==> config.mk <==
export PLATFORM = sky130hd
export DESIGN_NAME = apb_rr_arbiter
export DESIGN_NICKNAME = d
export VERILOG_FILES = /design/src/rtl/apb_rr_arbiter.sv
export SDC_FILE = /design/constraint.sdc
export NUM_CORES = 1
export LEC_CHECK = 0
export CAP_MARGIN = 40
export CORE_ASPECT_RATIO = 1.1
export CORE_MARGIN = 1.5
export CORE_UTILIZATION = 33
export CTS_CLUSTER_SIZE = 8
export DETAILED_ROUTE_END_ITERATION = 7
export PLACE_DENSITY = 0.77
export SLEW_MARGIN = 0
export SYNTH_ARGS = -nofsm -noshare
export SYNTH_HDL_FRONTEND = slang
export SYNTH_SLANG_ARGS = --single-unit
==> constraint.sdc <==
create_clock -name PCLK -period 1.4 [get_ports PCLK]
set_input_delay 0.21 -clock PCLK [delete_from_list [all_inputs] [get_ports PCLK]]
set_output_delay 0.21 -clock PCLK [all_outputs]
set_load 0.01 [all_outputs]
==> src/rtl/apb_rr_arbiter.sv <==
`default_nettype none
// +-----------------------------------------------------------------------------+
// | apb_rr_arbiter: round-robin sharing of one APB master port by N_MASTERS.    |
// | Optional macro APB_ARB_TIMEOUT_EN adds an ACCESS-phase timeout abort.       |
// | Revision: 1.0                                                               |
// +-----------------------------------------------------------------------------+
module apb_rr_arbiter #(
  parameter int N_MASTERS      = 2,
  parameter int APB_ADDR_WIDTH = 32,
  parameter int APB_DATA_WIDTH = 32,
  parameter int TIMEOUT_CYCLES = 256
) (
  input  logic                                PCLK,
  input  logic                                PRESET,
  input  logic [N_MASTERS-1:0]                req_i,
  input  logic [N_MASTERS*APB_ADDR_WIDTH-1:0] req_addr_i,
  input  logic [N_MASTERS-1:0]                req_write_i,
  input  logic [N_MASTERS*APB_DATA_WIDTH-1:0] req_wdata_i,
  output logic [N_MASTERS-1:0]                done_o,
  output logic [APB_DATA_WIDTH-1:0]           rdata_o,
  output logic                                err_o,
  output logic                                PSEL,
  output logic                                PENABLE,
  output logic [APB_ADDR_WIDTH-1:0]           PADDR,
  output logic                                PWRITE,
  output logic [APB_DATA_WIDTH-1:0]           PWDATA,
  input  logic [APB_DATA_WIDTH-1:0]           PRDATA,
  input  logic                                PREADY,
  input  logic                                PSLVERR
);

  localparam int IDX_W = $clog2(N_MASTERS);

  localparam logic [1:0] S_IDLE   = 2'd0;
  localparam logic [1:0] S_SETUP  = 2'd1;
  localparam logic [1:0] S_ACCESS = 2'd2;

  logic [1:0]                r_state;
  logic [IDX_W-1:0]          r_ptr;
  logic [IDX_W-1:0]          r_gnt;
  logic                      r_psel;
  logic                      r_penable;
  logic [APB_ADDR_WIDTH-1:0] r_paddr;
  logic                      r_pwrite;
  logic [APB_DATA_WIDTH-1:0] r_pwdata;
  logic [N_MASTERS-1:0]      r_done;
  logic [APB_DATA_WIDTH-1:0] r_rdata;
  logic                      r_err;

  logic [2*N_MASTERS-1:0]    w_req2;
  logic [N_MASTERS-1:0]      w_rot;
  logic [IDX_W-1:0]          w_off;
  logic [IDX_W:0]            w_sum;
  logic [IDX_W-1:0]          w_win;
  logic                      w_found;
  logic [APB_ADDR_WIDTH-1:0] w_addr;
  logic                      w_write;
  logic [APB_DATA_WIDTH-1:0] w_wdata;
  logic [IDX_W-1:0]          w_ptr_next;
  logic                      w_timeout;

  // Rotate requests so bit 0 is the pointer's requester; lowest set bit wins.
  assign w_req2  = {req_i, req_i};
  assign w_rot   = N_MASTERS'(w_req2 >> r_ptr);
  assign w_found = |req_i;

  always_comb begin
    w_off = '0;
    for (int i = N_MASTERS - 1; i >= 0; i--) begin
      if (w_rot[i]) w_off = IDX_W'(i);
    end
  end

  assign w_sum = {1'b0, r_ptr} + {1'b0, w_off};
  assign w_win = (w_sum >= (IDX_W+1)'(N_MASTERS)) ?
                 IDX_W'(w_sum - (IDX_W+1)'(N_MASTERS)) : w_sum[IDX_W-1:0];

  always_comb begin
    w_addr  = '0;
    w_write = 1'b0;
    w_wdata = '0;
    for (int k = 0; k < N_MASTERS; k++) begin
      if (w_win == IDX_W'(k)) begin
        w_addr  = req_addr_i[k*APB_ADDR_WIDTH +: APB_ADDR_WIDTH];
        w_write = req_write_i[k];
        w_wdata = req_wdata_i[k*APB_DATA_WIDTH +: APB_DATA_WIDTH];
      end
    end
  end

  assign w_ptr_next = (r_gnt == IDX_W'(N_MASTERS - 1)) ? '0 : r_gnt + IDX_W'(1);

`ifdef APB_ARB_TIMEOUT_EN
  localparam int TMO_W = $clog2(TIMEOUT_CYCLES) + 1;
  logic [TMO_W-1:0] r_tmo;

  always_ff @(posedge PCLK) begin
    if (PRESET) begin
      r_tmo <= '0;
    end else if (r_state == S_SETUP) begin
      r_tmo <= '0;
    end else if ((r_state == S_ACCESS) && !PREADY) begin
      r_tmo <= r_tmo + TMO_W'(1);
    end
  end

  assign w_timeout = (r_state == S_ACCESS) && !PREADY &&
                     (r_tmo == TMO_W'(TIMEOUT_CYCLES - 1));
`else
  logic w_unused_tmo;
  assign w_unused_tmo = ^TIMEOUT_CYCLES;
  assign w_timeout    = 1'b0;
`endif

  always_ff @(posedge PCLK) begin
    if (PRESET) begin
      r_state   <= S_IDLE;
      r_ptr     <= '0;
      r_gnt     <= '0;
      r_psel    <= 1'b0;
      r_penable <= 1'b0;
      r_paddr   <= '0;
      r_pwrite  <= 1'b0;
      r_pwdata  <= '0;
      r_done    <= '0;
      r_rdata   <= '0;
      r_err     <= 1'b0;
    end else begin
      r_done  <= '0;
      r_rdata <= '0;
      r_err   <= 1'b0;
      case (r_state)
        S_IDLE: begin
          // The cycle showing done_o is a mandatory bus-idle gap.
          if (w_found && (r_done == '0)) begin
            r_gnt    <= w_win;
            r_paddr  <= w_addr;
            r_pwrite <= w_write;
            r_pwdata <= w_wdata;
            r_psel   <= 1'b1;
            r_state  <= S_SETUP;
          end
        end
        S_SETUP: begin
          r_penable <= 1'b1;
          r_state   <= S_ACCESS;
        end
        S_ACCESS: begin
          if (PREADY || w_timeout) begin
            r_psel    <= 1'b0;
            r_penable <= 1'b0;
            r_state   <= S_IDLE;
            r_done    <= N_MASTERS'(1) << r_gnt;
            r_err     <= PREADY ? PSLVERR : 1'b1;
            r_rdata   <= (PREADY && !r_pwrite) ? PRDATA : '0;
            r_ptr     <= w_ptr_next;
          end
        end
        default: begin
          r_state <= S_IDLE;
        end
      endcase
    end
  end

  assign done_o  = r_done;
  assign rdata_o = r_rdata;
  assign err_o   = r_err;
  assign PSEL    = r_psel;
  assign PENABLE = r_penable;
  assign PADDR   = r_paddr;
  assign PWRITE  = r_pwrite;
  assign PWDATA  = r_pwdata;

endmodule
`default_nettype wire

==> results.md <==
* Status: finished, violations left
* Failing checks: negative setup slack
* Cells taking the most area after synthesis: dfxtp_1 (50%), a211oi_2 (11%), a21oi_1 (7.1%)
* Die Width at 111 um
* CTS root buffer: clkbuf_16
* Clock transition at path regs at roughly 0.07 ns
* Tcrit/Tclk final at 107%
* Setup TNS at -4.31 ns
* Final Critical Period at ~1.5 ns
* Post-synth EDFFs at 0
* Ports at 270
* Most common flop cell mapped by yosys: dfxtp_1
* Critical path peak fanout at 33
* Synth top area share at 50.0%
* Top cells by count, synth: dfxtp_1 (106), nand2_1 (69), nor2_1 (69), a21oi_1 (60), a211oi_2 (39)
* Starting density of the core at between 30% and 40%
* Vias at ~4.6k
* Dpl hpwl at approximately 10,000 um
* Synthesis-stage register bit count at between 100 and 150
* Leak Pwr at approximately 3.4 nW
* Syn Inst Count at ~460
* Antenna cells at 0
* Worst VDD drop at around 0.67 mV
* Post-Syn Nets at ~630
* H-tree depth at 3
* Syn avg cell area at between 9 and 10 um2
* Critical Path Max Stage Delay at between 0.3 and 0.4 ns
* Layout cells sized above 1 at roughly a quarter
* Area leader, netlist: dfxtp_1
* CTS max path bufs at 2
* Total Wirelength at about 16,000 um
* WL per Instance at 17.9 um
* Most common cell in the netlist: dfxtp_1
* Area grow syn2layout at 89.2%
* Nets at 904
* YS warnings at 0
* Yosys cell types at 22
* Initial antenna violation count at 0
* Fin. max-slew vios at 0
* Max Cap Viol at 0
* WP depth at 6
* Antenna Violating Nets Remaining at 0
* First-pass GRT wire length at ~23,000 um
* Sequential fraction of the synthesis area at 50.0%
* Critical path class: register to register
* Cells on worst reg2reg path at 6
* Core Region at between 0.01 and 0.015 mm2
* Worst path cell trace: nor4_4 -> buf_4 -> o21ai_4 -> buf_12 -> a21oi_2 -> a211oi_2
* Vias in the first global route at about 4.7k
* Total grt overflow at 0
* All-Layer GR Usage at a little over a fifth
* Highest Clock Rate at roughly 660 MHz
* DIE AREA at ~0.014 mm2
* Filler cells at 1,046
* Cts bufs inserted at 9
* CP endpoint kind: register
* Synth async-reset ratio at 0%
* Num rows at between 40 and 50
* Critical Path Source Type: register
* Cts hold-fix bufs at 0
* Port bufs at ~270
* Clock network latency to the later pin of the worst-skew pair at 0.35 ns
* Max Clock Skew at roughly 0.0065 ns
* Slowest-stage cell, CP: dfxtp_2
* TritonCTS clock tree: yes
* Slew headroom at 70.0%
* Final setup fails at 64
* Arrival @ worst endpoint at between 1.5 and 2 ns
* TritonRoute pass-1 iters at 6
* Largest net degree at the start of global routing at 45
* Routed vias/inst at between 5 and 6
* Chip height at 122 um
* Clk sink count at between 100 and 150
* RSZ-0062 raised after global routing: true
* Critical path data required time at 1.62 ns
* Critical path's top delay family: buffers and inverters
* Pwr dens at roughly 1100 mW/mm2
* Placer Congestion at about 0.8
* Hold Crit Depth at 3
* HP Class: input pin to register
* Initial DRC Count at between 200 and 300
* Post-Syn Area at around 0.0042 mm2
* Final Hold Fails at 0
* DRC at 0
* Slew @ Worst Pin at between 0.4 and 0.5 ns
* Dpl ws at -0.459 ns
* Worst Setup Slack, final at -0.105 ns
* Worst path bufs/invs at 2
## power breakdown
group	internal, mW	switching, mW
sequential	3.30	0.174
combinational	1.44	1.30
clock	1.57	1.10
## sequential cells by signal (all words and copies together), names as in the netlist
signal,cells
err_o,1
r_gnt,1
PADDR,32
PENABLE,1
r_state,2
done_o,2
PWDATA,32
r_ptr,1
PWRITE,1
rdata_o,32
PSEL,1
## repair_timing
| item | CTS | global route |
|---|---|---|
| cloned | 4 | 5 |
| resized for setup | 136 | 61 |
| hold endpoints to repair | 0 | 0 |
| endpoints found under the setup margin | 164 | 71 |
| pin swaps | 9 | 19 |
| setup buffers | 0 | 4 |
## metal layers
layer / global-route usage, % / up-vias / routed length [um]
li1: - / 2127 / -
met1: 23.3 / 2146 / 6210
met5: 0 / - / 0
met2: 37.5 / 237 / 7950
met4: 9.89 / 0 / 506
met3: 8.06 / 47 / 1400
## worst reg2reg max path, stage by stage, from the launching register on
cell,delay (ns)
dfxtp_2,0.34
nor4_4,0.30
buf_4,0.17
o21ai_4,0.10
buf_12,0.20
a21oi_2,0.19
a211oi_2,0.08
## metrics by stage
step / cells / hold WS, ns / total power [mW] / instance area (um2) / utilization [%]
2_1_floorplan: 464 / 0.332 / 4.59 / 4250 / -
3_3_place_gp: 869 / 0.445 / 5.84 / 7190 / 57.1
3_5_place_dp: 869 / 0.450 / 5.91 / 7190 / 57.1
4_1_cts: 888 / 0.353 / 8.60 / 7640 / 60.7
5_1_grt: 897 / 0.389 / 9.27 / 8040 / 63.8
6_report: 897 / 0.373 / 8.88 / 8040 / 63.8
## cell families after synthesis
family / synth area share, %
and+or+nand+nor: 19.1
buffers and inverters: 5.18
AOI/OAI and AO/OA: 25.8
DFF: 50.0
## final timing paths
kind,slack [ns],endpoint,start
worst min register to register,0.46,PSEL,PSEL
worst min-delay path,0.37,PWDATA[22],PRESET
worst max-delay path,-0.10,PWDATA[10],r_state[1]
worst max register to register,-0.10,PWDATA[10],r_state[1]
## area by class of cell
type	count	area (um2)	share of cell area, %
flip-flops and latches	106	2120	26.4
well taps	157	196	2.44
clock inverters	4	76.3	0.950
clock buffers	11	233	2.90
repair buffers	300	3110	38.7
multi-input cells	319	2300	28.6
## cells in the final DEF, fill, tap and decap left out, types with 2 or more instances in the layout
cell | synthesis | layout
clkdlybuf4s50_1 | 0 | 165
dfxtp_1 | 106 | 104
dlygate4sd2_1 | 0 | 100
nand2_1 | 69 | 69
a211oi_2 | 39 | 59
nor2_1 | 69 | 53
a21oi_2 | 10 | 44
and2_1 | 32 | 32
a21oi_1 | 60 | 21
clkbuf_16 | 0 | 13
buf_12 | 0 | 12
buf_4 | 6 | 11
nor2_2 | 0 | 10
nor2_4 | 0 | 6
a211oi_1 | 26 | 6
a21oi_4 | 0 | 5
buf_16 | 0 | 4
dlymetal6s2s_1 | 0 | 3
nand2b_1 | 3 | 2
nor3b_1 | 2 | 2
bufinv_16 | 0 | 2
clkbuf_1 | 17 | 2
dfxtp_2 | 0 | 2
Note: power is estimated with default switching activity, not from simulation.
